--- src/rtl/fetch_pc_stage_pkg.sv ---
// Shared types and constants for the instruction-fetch PC stage.
package fetch_pc_stage_pkg;
  localparam int XLEN        = 32;
  localparam int INSTR_BYTES = 4;
  localparam logic [XLEN-1:0] RESET_PC_DEFAULT = 32'h0000_0000;

  typedef enum logic [1:0] {IDLE, FETCH, HOLD, FAULT} state_e;
endpackage

--- src/rtl/fetch_pc_stage_if.sv ---
// Fetch-stage bus: execute redirect, instruction-memory port and decode handshake.
interface fetch_pc_stage_if;
  import fetch_pc_stage_pkg::*;

  logic            redirect_valid;
  logic [XLEN-1:0] redirect_pc;
  logic            imem_req;
  logic [XLEN-1:0] imem_addr;
  logic            imem_rvalid;
  logic [XLEN-1:0] imem_rdata;
  logic            if_valid;
  logic            id_ready;
  logic [XLEN-1:0] if_instr;
  logic [XLEN-1:0] if_pc;
  logic [XLEN-1:0] if_pc_plus4;
  logic            fetch_fault;

  modport master (
    output redirect_valid, redirect_pc, imem_rvalid, imem_rdata, id_ready,
    input  imem_req, imem_addr, if_valid, if_instr, if_pc, if_pc_plus4, fetch_fault
  );

  modport slave (
    input  redirect_valid, redirect_pc, imem_rvalid, imem_rdata, id_ready,
    output imem_req, imem_addr, if_valid, if_instr, if_pc, if_pc_plus4, fetch_fault
  );
endinterface

--- src/rtl/fetch_pc_stage_pc_incr.sv ---
// Word-granular PC incrementer; bits [1:0] pass through, the carry out of bit 31 is dropped.
module pc_incr
  import fetch_pc_stage_pkg::*;
(
  input  logic [XLEN-1:0] i_pc,
  output logic [XLEN-1:0] o_pc_plus4
);
  assign o_pc_plus4 = {i_pc[XLEN-1:2] + (XLEN-2)'(INSTR_BYTES / 4), i_pc[1:0]};
endmodule

--- src/rtl/fetch_pc_stage.sv ---
// Fetch front end: one outstanding imem request, held instruction for decode, redirect with stale drop.
// Define PC_ALIGN_CHECK_EN to trap misaligned redirects into a sticky FAULT state.
module fetch_pc_stage
  import fetch_pc_stage_pkg::*;
#(
  parameter logic [XLEN-1:0] RESET_PC = RESET_PC_DEFAULT
) (
  input  logic             clk,
  input  logic             rst_n,
  fetch_pc_stage_if.slave  bus
);
  state_e          r_state, w_state;
  logic [XLEN-1:0] r_pc, w_pc, w_pc_plus4, w_redir_pc;
  logic [XLEN-1:0] r_instr, r_if_pc, r_if_pc4;
  logic            r_drop, w_drop, r_pend, w_pend, r_req, w_req;
  logic            r_valid, w_valid, r_fault, w_fault;
  logic            w_capture, w_rsp, w_misalign;

  pc_incr u_pc_incr (.i_pc(r_pc), .o_pc_plus4(w_pc_plus4));

`ifdef PC_ALIGN_CHECK_EN
  assign w_redir_pc = bus.redirect_pc;
  assign w_misalign = bus.redirect_valid && (bus.redirect_pc[1:0] != 2'b00);
`else
  assign w_redir_pc = bus.redirect_pc & {{(XLEN-2){1'b1}}, 2'b00};
  assign w_misalign = 1'b0;
`endif

  // A response only counts once its request has left the stage.
  assign w_rsp = bus.imem_rvalid && r_pend;

  always_comb begin
    w_state   = r_state;
    w_pc      = r_pc;
    w_drop    = r_drop;
    w_req     = 1'b0;
    w_valid   = r_valid;
    w_fault   = r_fault;
    w_capture = 1'b0;
    w_pend    = r_req || (r_pend && !bus.imem_rvalid);
    case (r_state)
      IDLE: begin
        w_state = FETCH;
        w_req   = 1'b1;
      end
      FETCH: begin
        if (w_rsp && r_drop) begin
          w_drop = 1'b0;
          w_req  = 1'b1;
        end else if (w_rsp) begin
          w_capture = 1'b1;
          w_valid   = 1'b1;
          w_pc      = w_pc_plus4;
          w_state   = HOLD;
        end
      end
      HOLD: begin
        if (bus.id_ready) begin
          w_valid = 1'b0;
          w_req   = 1'b1;
          w_state = FETCH;
        end
      end
      FAULT: begin
        w_valid = 1'b0;
      end
    endcase

    // Redirect overrides everything above; an in-flight request turns into a stale one.
    if (r_state != FAULT && bus.redirect_valid) begin
      w_valid   = 1'b0;
      w_capture = 1'b0;
      if (w_misalign) begin
        w_fault = 1'b1;
        w_state = FAULT;
        w_req   = 1'b0;
        w_drop  = 1'b0;
      end else begin
        w_pc    = w_redir_pc;
        w_state = FETCH;
        if (r_state == FETCH && !w_rsp) begin
          w_drop = 1'b1;
          w_req  = 1'b0;
        end else begin
          w_drop = 1'b0;
          w_req  = 1'b1;
        end
      end
    end
  end

  always_ff @(posedge clk or negedge rst_n) begin
    if (!rst_n) begin
      r_state  <= IDLE;
      r_pc     <= RESET_PC;
      r_drop   <= 1'b0;
      r_pend   <= 1'b0;
      r_req    <= 1'b0;
      r_valid  <= 1'b0;
      r_fault  <= 1'b0;
      r_instr  <= '0;
      r_if_pc  <= '0;
      r_if_pc4 <= '0;
    end else begin
      r_state <= w_state;
      r_pc    <= w_pc;
      r_drop  <= w_drop;
      r_pend  <= w_pend;
      r_req   <= w_req;
      r_valid <= w_valid;
      r_fault <= w_fault;
      if (w_capture) begin
        r_instr  <= bus.imem_rdata;
        r_if_pc  <= r_pc;
        r_if_pc4 <= w_pc_plus4;
      end
    end
  end

  assign bus.imem_req    = r_req;
  assign bus.imem_addr   = r_pc;
  assign bus.if_valid    = r_valid;
  assign bus.if_instr    = r_instr;
  assign bus.if_pc       = r_if_pc;
  assign bus.if_pc_plus4 = r_if_pc4;
  assign bus.fetch_fault = r_fault;
endmodule

--- src/flat_wrapper.sv ---
// flat-port wrapper written by rule: the top's interface ports become plain ports
module fetch_pc_stage_flat import fetch_pc_stage_pkg::*;
#(
  parameter logic [XLEN-1:0] RESET_PC = RESET_PC_DEFAULT
)
  (clk, rst_n, bus_redirect_valid, bus_redirect_pc, bus_imem_rvalid, bus_imem_rdata, bus_id_ready, bus_imem_req, bus_imem_addr, bus_if_valid, bus_if_instr, bus_if_pc, bus_if_pc_plus4, bus_fetch_fault);
  fetch_pc_stage_if bus_i ();
  input  logic clk;
  input  logic rst_n;
  input wire logic [$bits(bus_i.redirect_valid)-1:0] bus_redirect_valid;
  input wire logic [$bits(bus_i.redirect_pc)-1:0] bus_redirect_pc;
  input wire logic [$bits(bus_i.imem_rvalid)-1:0] bus_imem_rvalid;
  input wire logic [$bits(bus_i.imem_rdata)-1:0] bus_imem_rdata;
  input wire logic [$bits(bus_i.id_ready)-1:0] bus_id_ready;
  output wire logic [$bits(bus_i.imem_req)-1:0] bus_imem_req;
  output wire logic [$bits(bus_i.imem_addr)-1:0] bus_imem_addr;
  output wire logic [$bits(bus_i.if_valid)-1:0] bus_if_valid;
  output wire logic [$bits(bus_i.if_instr)-1:0] bus_if_instr;
  output wire logic [$bits(bus_i.if_pc)-1:0] bus_if_pc;
  output wire logic [$bits(bus_i.if_pc_plus4)-1:0] bus_if_pc_plus4;
  output wire logic [$bits(bus_i.fetch_fault)-1:0] bus_fetch_fault;
  assign bus_i.redirect_valid = bus_redirect_valid;
  assign bus_i.redirect_pc = bus_redirect_pc;
  assign bus_i.imem_rvalid = bus_imem_rvalid;
  assign bus_i.imem_rdata = bus_imem_rdata;
  assign bus_i.id_ready = bus_id_ready;
  assign bus_imem_req = bus_i.imem_req;
  assign bus_imem_addr = bus_i.imem_addr;
  assign bus_if_valid = bus_i.if_valid;
  assign bus_if_instr = bus_i.if_instr;
  assign bus_if_pc = bus_i.if_pc;
  assign bus_if_pc_plus4 = bus_i.if_pc_plus4;
  assign bus_fetch_fault = bus_i.fetch_fault;
  fetch_pc_stage #(.RESET_PC(RESET_PC)) u_core (.clk(clk), .rst_n(rst_n), .bus(bus_i));
endmodule
--- config.mk ---
export PLATFORM = sky130hd
export DESIGN_NAME = fetch_pc_stage_flat
export DESIGN_NICKNAME = d
export VERILOG_FILES = /design/src/rtl/fetch_pc_stage_pkg.sv /design/src/rtl/fetch_pc_stage_if.sv /design/src/rtl/fetch_pc_stage_pc_incr.sv /design/src/rtl/fetch_pc_stage.sv /design/src/flat_wrapper.sv
export SDC_FILE = /design/constraint.sdc
export NUM_CORES = 1
export LEC_CHECK = 0
export CAP_MARGIN = 25
export CELL_PAD_IN_SITES_DETAIL_PLACEMENT = 1
export CELL_PAD_IN_SITES_GLOBAL_PLACEMENT = 2
export CORE_MARGIN = 10
export CORE_UTILIZATION = 24
export CTS_BUF_LIST = sky130_fd_sc_hd__clkbuf_4 sky130_fd_sc_hd__clkbuf_8
export CTS_CLUSTER_SIZE = 12
export DETAILED_ROUTE_END_ITERATION = 7
export GPL_ROUTABILITY_DRIVEN = 0
export PLACE_DENSITY_LB_ADDON = 0.12
export REMOVE_ABC_BUFFERS = 1
export SYNTH_ARGS = -nofsm -noshare
export SYNTH_HDL_FRONTEND = slang
export SYNTH_SLANG_ARGS = --single-unit
export TNS_END_PERCENT = 50
--- constraint.sdc ---
create_clock -name clk -period 1.8 [get_ports clk]
set_input_delay 0.36 -clock clk [delete_from_list [all_inputs] [get_ports clk]]
set_output_delay 0.36 -clock clk [all_outputs]
set_load 0.03 [all_outputs]
==> results.toml <==
[outcome]
status = "finished clean"

[global_routing]
overflow = 0
grtUsageTotal_pct = 13.9
antenna_found_initial = 0
grt_pass1_vias = 5896
grt_pass1_wl_um = 33800
grt_max_degree = 35

[placement]
postPlaceCellArea_sq_um = 8610
place_inst = 1174
hpwl_um = 16200
dp_slack_ns = -0.367
portBuffers = 190

[sta]
finClkSkew_ns = 0.0207
finalSetupViolations = 0
setup_ws_ns = 0.0599
slew_violations = 0
rsz0062_at_grt = "yes"
fmax_mhz = 575
hold_violations = 0
fin_worst_hold_slack_ns = 0.350
period_share_pct = 96.7
fin_crit_ns = 1.74

[clock_tree]
clockRootBuffer = "clkbuf_8"
cts_tree = "done"
max-clock-path-buffers = 2
cts.clk_slew.worst_paths_ns = 0.09
clk_latency_ns = 0.45
cts_made_buffers = 17
clock_sinks = 128
htree_levels = 4

[floorplanning]
die_x_um = 175
row_count = 56
dieArea_sq_um = 30700
fp.dieH_um = 175
core_area_sq_um = 23500
initial_core_util_pct = 24.5
io_pins = 200

[yosys]
synth_edf_count = 0
synth_seq_cells = 128
avgSynthCellArea_sq_um = 9.18
yosys_most_used_dff = "dfrtp_1"
synth_top_area_cell = "dfrtp_1"
synthDistinctLibCells = 44
ys_seq_area_share_pct = 55.5
synth.area.top_cells = "dfrtp_1 (55%), nand2_1 (15%), o21ai_0 (5.1%)"
yosysTopAreaCellShare_pct = 55.5
synthCells = 629
synthArstFlopShare_pct = 100
ys_top_cells_by_count = "nand2_1 (231), dfrtp_1 (128), o21ai_0 (59), nor2_1 (26), clkbuf_1 (18)"
syn_area_sq_um = 5770
synth_most_common_cell = "nand2_1"
yosysWarnings = 0

[cells_and_area]
fin_util_pct = 38.1
final_nets = 949
fillers = 2789
areaGrowthSynthToFinish_pct = 55.6
fin_cells = 1211
postLayoutCellArea_sq_um = 8980
drive_gt1_share_pct = 16.3

[drt]
wire_per_inst_um = 17.4
via_per_inst = 4.37
drc = 0
dr.pass1.iters = 4
vias = 5296
top_layer = "met4"
routed_wl_um = 21100
wl_met2_um = 10300
wl_met3_um = 1150
wl_met1_um = 9470
dr.first_iter.drc_count = 167
ant_nets = 0

[pwr]
p_per_area_nw_per_um2 = 1580
peakVddDrop_mv = 0.508
power_leakage_nw = 4.53

[setup_path]
criticalPathCategory = "register to output pin"
cp.required_ns = 1.44
worstSetupStartpointType = "register"
worstSetupEndpointType = "output pin"
critPathMaxFanout = 6
worstPathCellList = "buf_4 -> dlygate4sd2_1"
slowest_stage = "dlygate4sd2_1"
cp.buffers_inverters = 2
cp.arrival_ns = 1.38
critical_path.top_delay_family = "buffers and inverters"
cpPeakStageDelay_ns = 0.42

[flow_run]
maxCapViolations = 0

[hold_path]
min_path_type = "primary input to async pin"
==> per-layer routing <==
layer	track usage, %	vias to the layer above
met5	0	-
met2	23.5	131
met1	16.9	2558
met4	4.03	0
met3	3.84	19
li1	-	2588
==> cells by family (layout without fill, tap and decap cells) <==
family / Yosys count / after routing / share of synthesized area [%]
other: 1 / 8 / 0.0650
adders and majority gates: 1 / 1 / 0.217
and+or+nand+nor: 303 / 303 / 22.7
buffers and inverters: 55 / 311 / 5.51
AOI/OAI and AO/OA: 115 / 115 / 12.0
DFF: 128 / 128 / 55.5
xor gates and xnor gates: 26 / 26 / 3.95
==> path summary, 6_finish.rpt <==
kind | slack (ns) | end | depth (start not counted) | start
worst min-delay path | 0.35 | u_core.bus.imem_req | 2 | rst_n
worst min register to register | 0.46 | u_core.r_pend | 1 | u_core.bus.imem_req
worst max-delay path | 0.06 | bus_imem_addr[2] | 2 | u_core.bus.imem_addr[2]
max in group asynchronous | 0.90 | u_core.bus.imem_addr[28] | 3 | rst_n
worst max register to register | 0.11 | u_core.bus.imem_addr[23] | 6 | u_core.bus.imem_addr[7]
min in group clk | 0.44 | u_core.bus.if_instr[14] | 3 | bus_imem_rdata[14]
==> metrics by stage <==
step	total power (W)	setup TNS [ns]
floorplan	0.00845	-219.17
global placement	0.0122	-25.88
detailed placement	0.0124	-28.68
CTS	0.0145	-0.00830
global route	0.0152	-0.122
finish	0.0142	0
==> area by class of cell <==
cell class | instances | area (sq um) | share of cell area (%)
Antenna cell | 1 | 2.50 | 0.0279
Multi-Input combinational cell | 452 | 2350 | 26.2
Timing Repair Buffer | 272 | 2550 | 28.4
Clock buffer | 19 | 249 | 2.77
Inverter | 8 | 30.0 | 0.334
Sequential cell | 128 | 3210 | 35.7
Clock inverter | 12 | 185 | 2.06
Tap cell | 319 | 399 | 4.45
==> cells in the final DEF, fill, tap and decap left out, types with 2 or more instances in the layout <==
| cell | Yosys | routed |
|---|---|---|
| a221o_1 | 4 | 4 |
| o311ai_1 | 3 | 3 |
| nand4_1 | 5 | 5 |
| dfrtp_2 | 0 | 3 |
| nor2_1 | 26 | 26 |
| a31oi_1 | 7 | 7 |
| clkdlybuf4s15_1 | 0 | 4 |
| o21ai_1 | 6 | 6 |
| dfrtp_1 | 128 | 125 |
| o221a_2 | 2 | 2 |
| nor3_1 | 6 | 3 |
| nor4_1 | 4 | 3 |
| nor4_4 | 2 | 3 |
| conb_1 | 1 | 7 |
| nand3_2 | 2 | 2 |
| buf_4 | 12 | 64 |
| clkinv_4 | 0 | 4 |
| nand4_4 | 1 | 4 |
| nand2_1 | 231 | 230 |
| nand3_1 | 15 | 15 |
| inv_6 | 0 | 2 |
| inv_1 | 8 | 8 |
| buf_6 | 3 | 2 |
| dlygate4sd2_1 | 0 | 112 |
| and3_1 | 2 | 2 |
| clkdlybuf4s50_1 | 0 | 65 |
| clkbuf_4 | 0 | 2 |
| buf_12 | 0 | 16 |
| o21bai_1 | 2 | 2 |
| clkbuf_8 | 3 | 17 |
| a22oi_1 | 16 | 16 |
| bufinv_16 | 0 | 4 |
| o21ai_0 | 59 | 58 |
| a21oi_1 | 9 | 9 |
| nor3_2 | 0 | 3 |
| xnor2_1 | 11 | 11 |
| clkbuf_2 | 1 | 6 |
| xor2_1 | 15 | 14 |
==> repair_timing <==
item / 4_1_cts / 5_1_grt
cloned: 0 / 0
pin swaps: 0 / 2
resized for setup: 134 / 25
endpoints found under the setup margin: 131 / 38
setup buffers: 0 / 4
hold buffers: 1 / 0
endpoints found under the hold margin: 27 / 0
==> state kept, by name (all words and copies together) (netlist names) <==
register	cells
u_core.bus.if_instr	32
u_core.bus.if_pc	30
u_core.bus.if_pc_plus4	30
u_core.bus.imem_addr	30
u_core.r_state	2
u_core.bus.if_valid	1
u_core.bus.imem_req	1
u_core.r_drop	1
u_core.r_pend	1
==> report_power, final <==
part	switching [W]	internal (W)	total, W	leakage [nW]
Sequential	0.000784	0.00396	0.00475	1.66
Combinational	0.00437	0.00233	0.00670	2.66
Clock	0.00123	0.00155	0.00278	0.218
Total	0.00639	0.00784	0.0142	4.53
No activity file was read; power rests on OpenSTA's default activity.
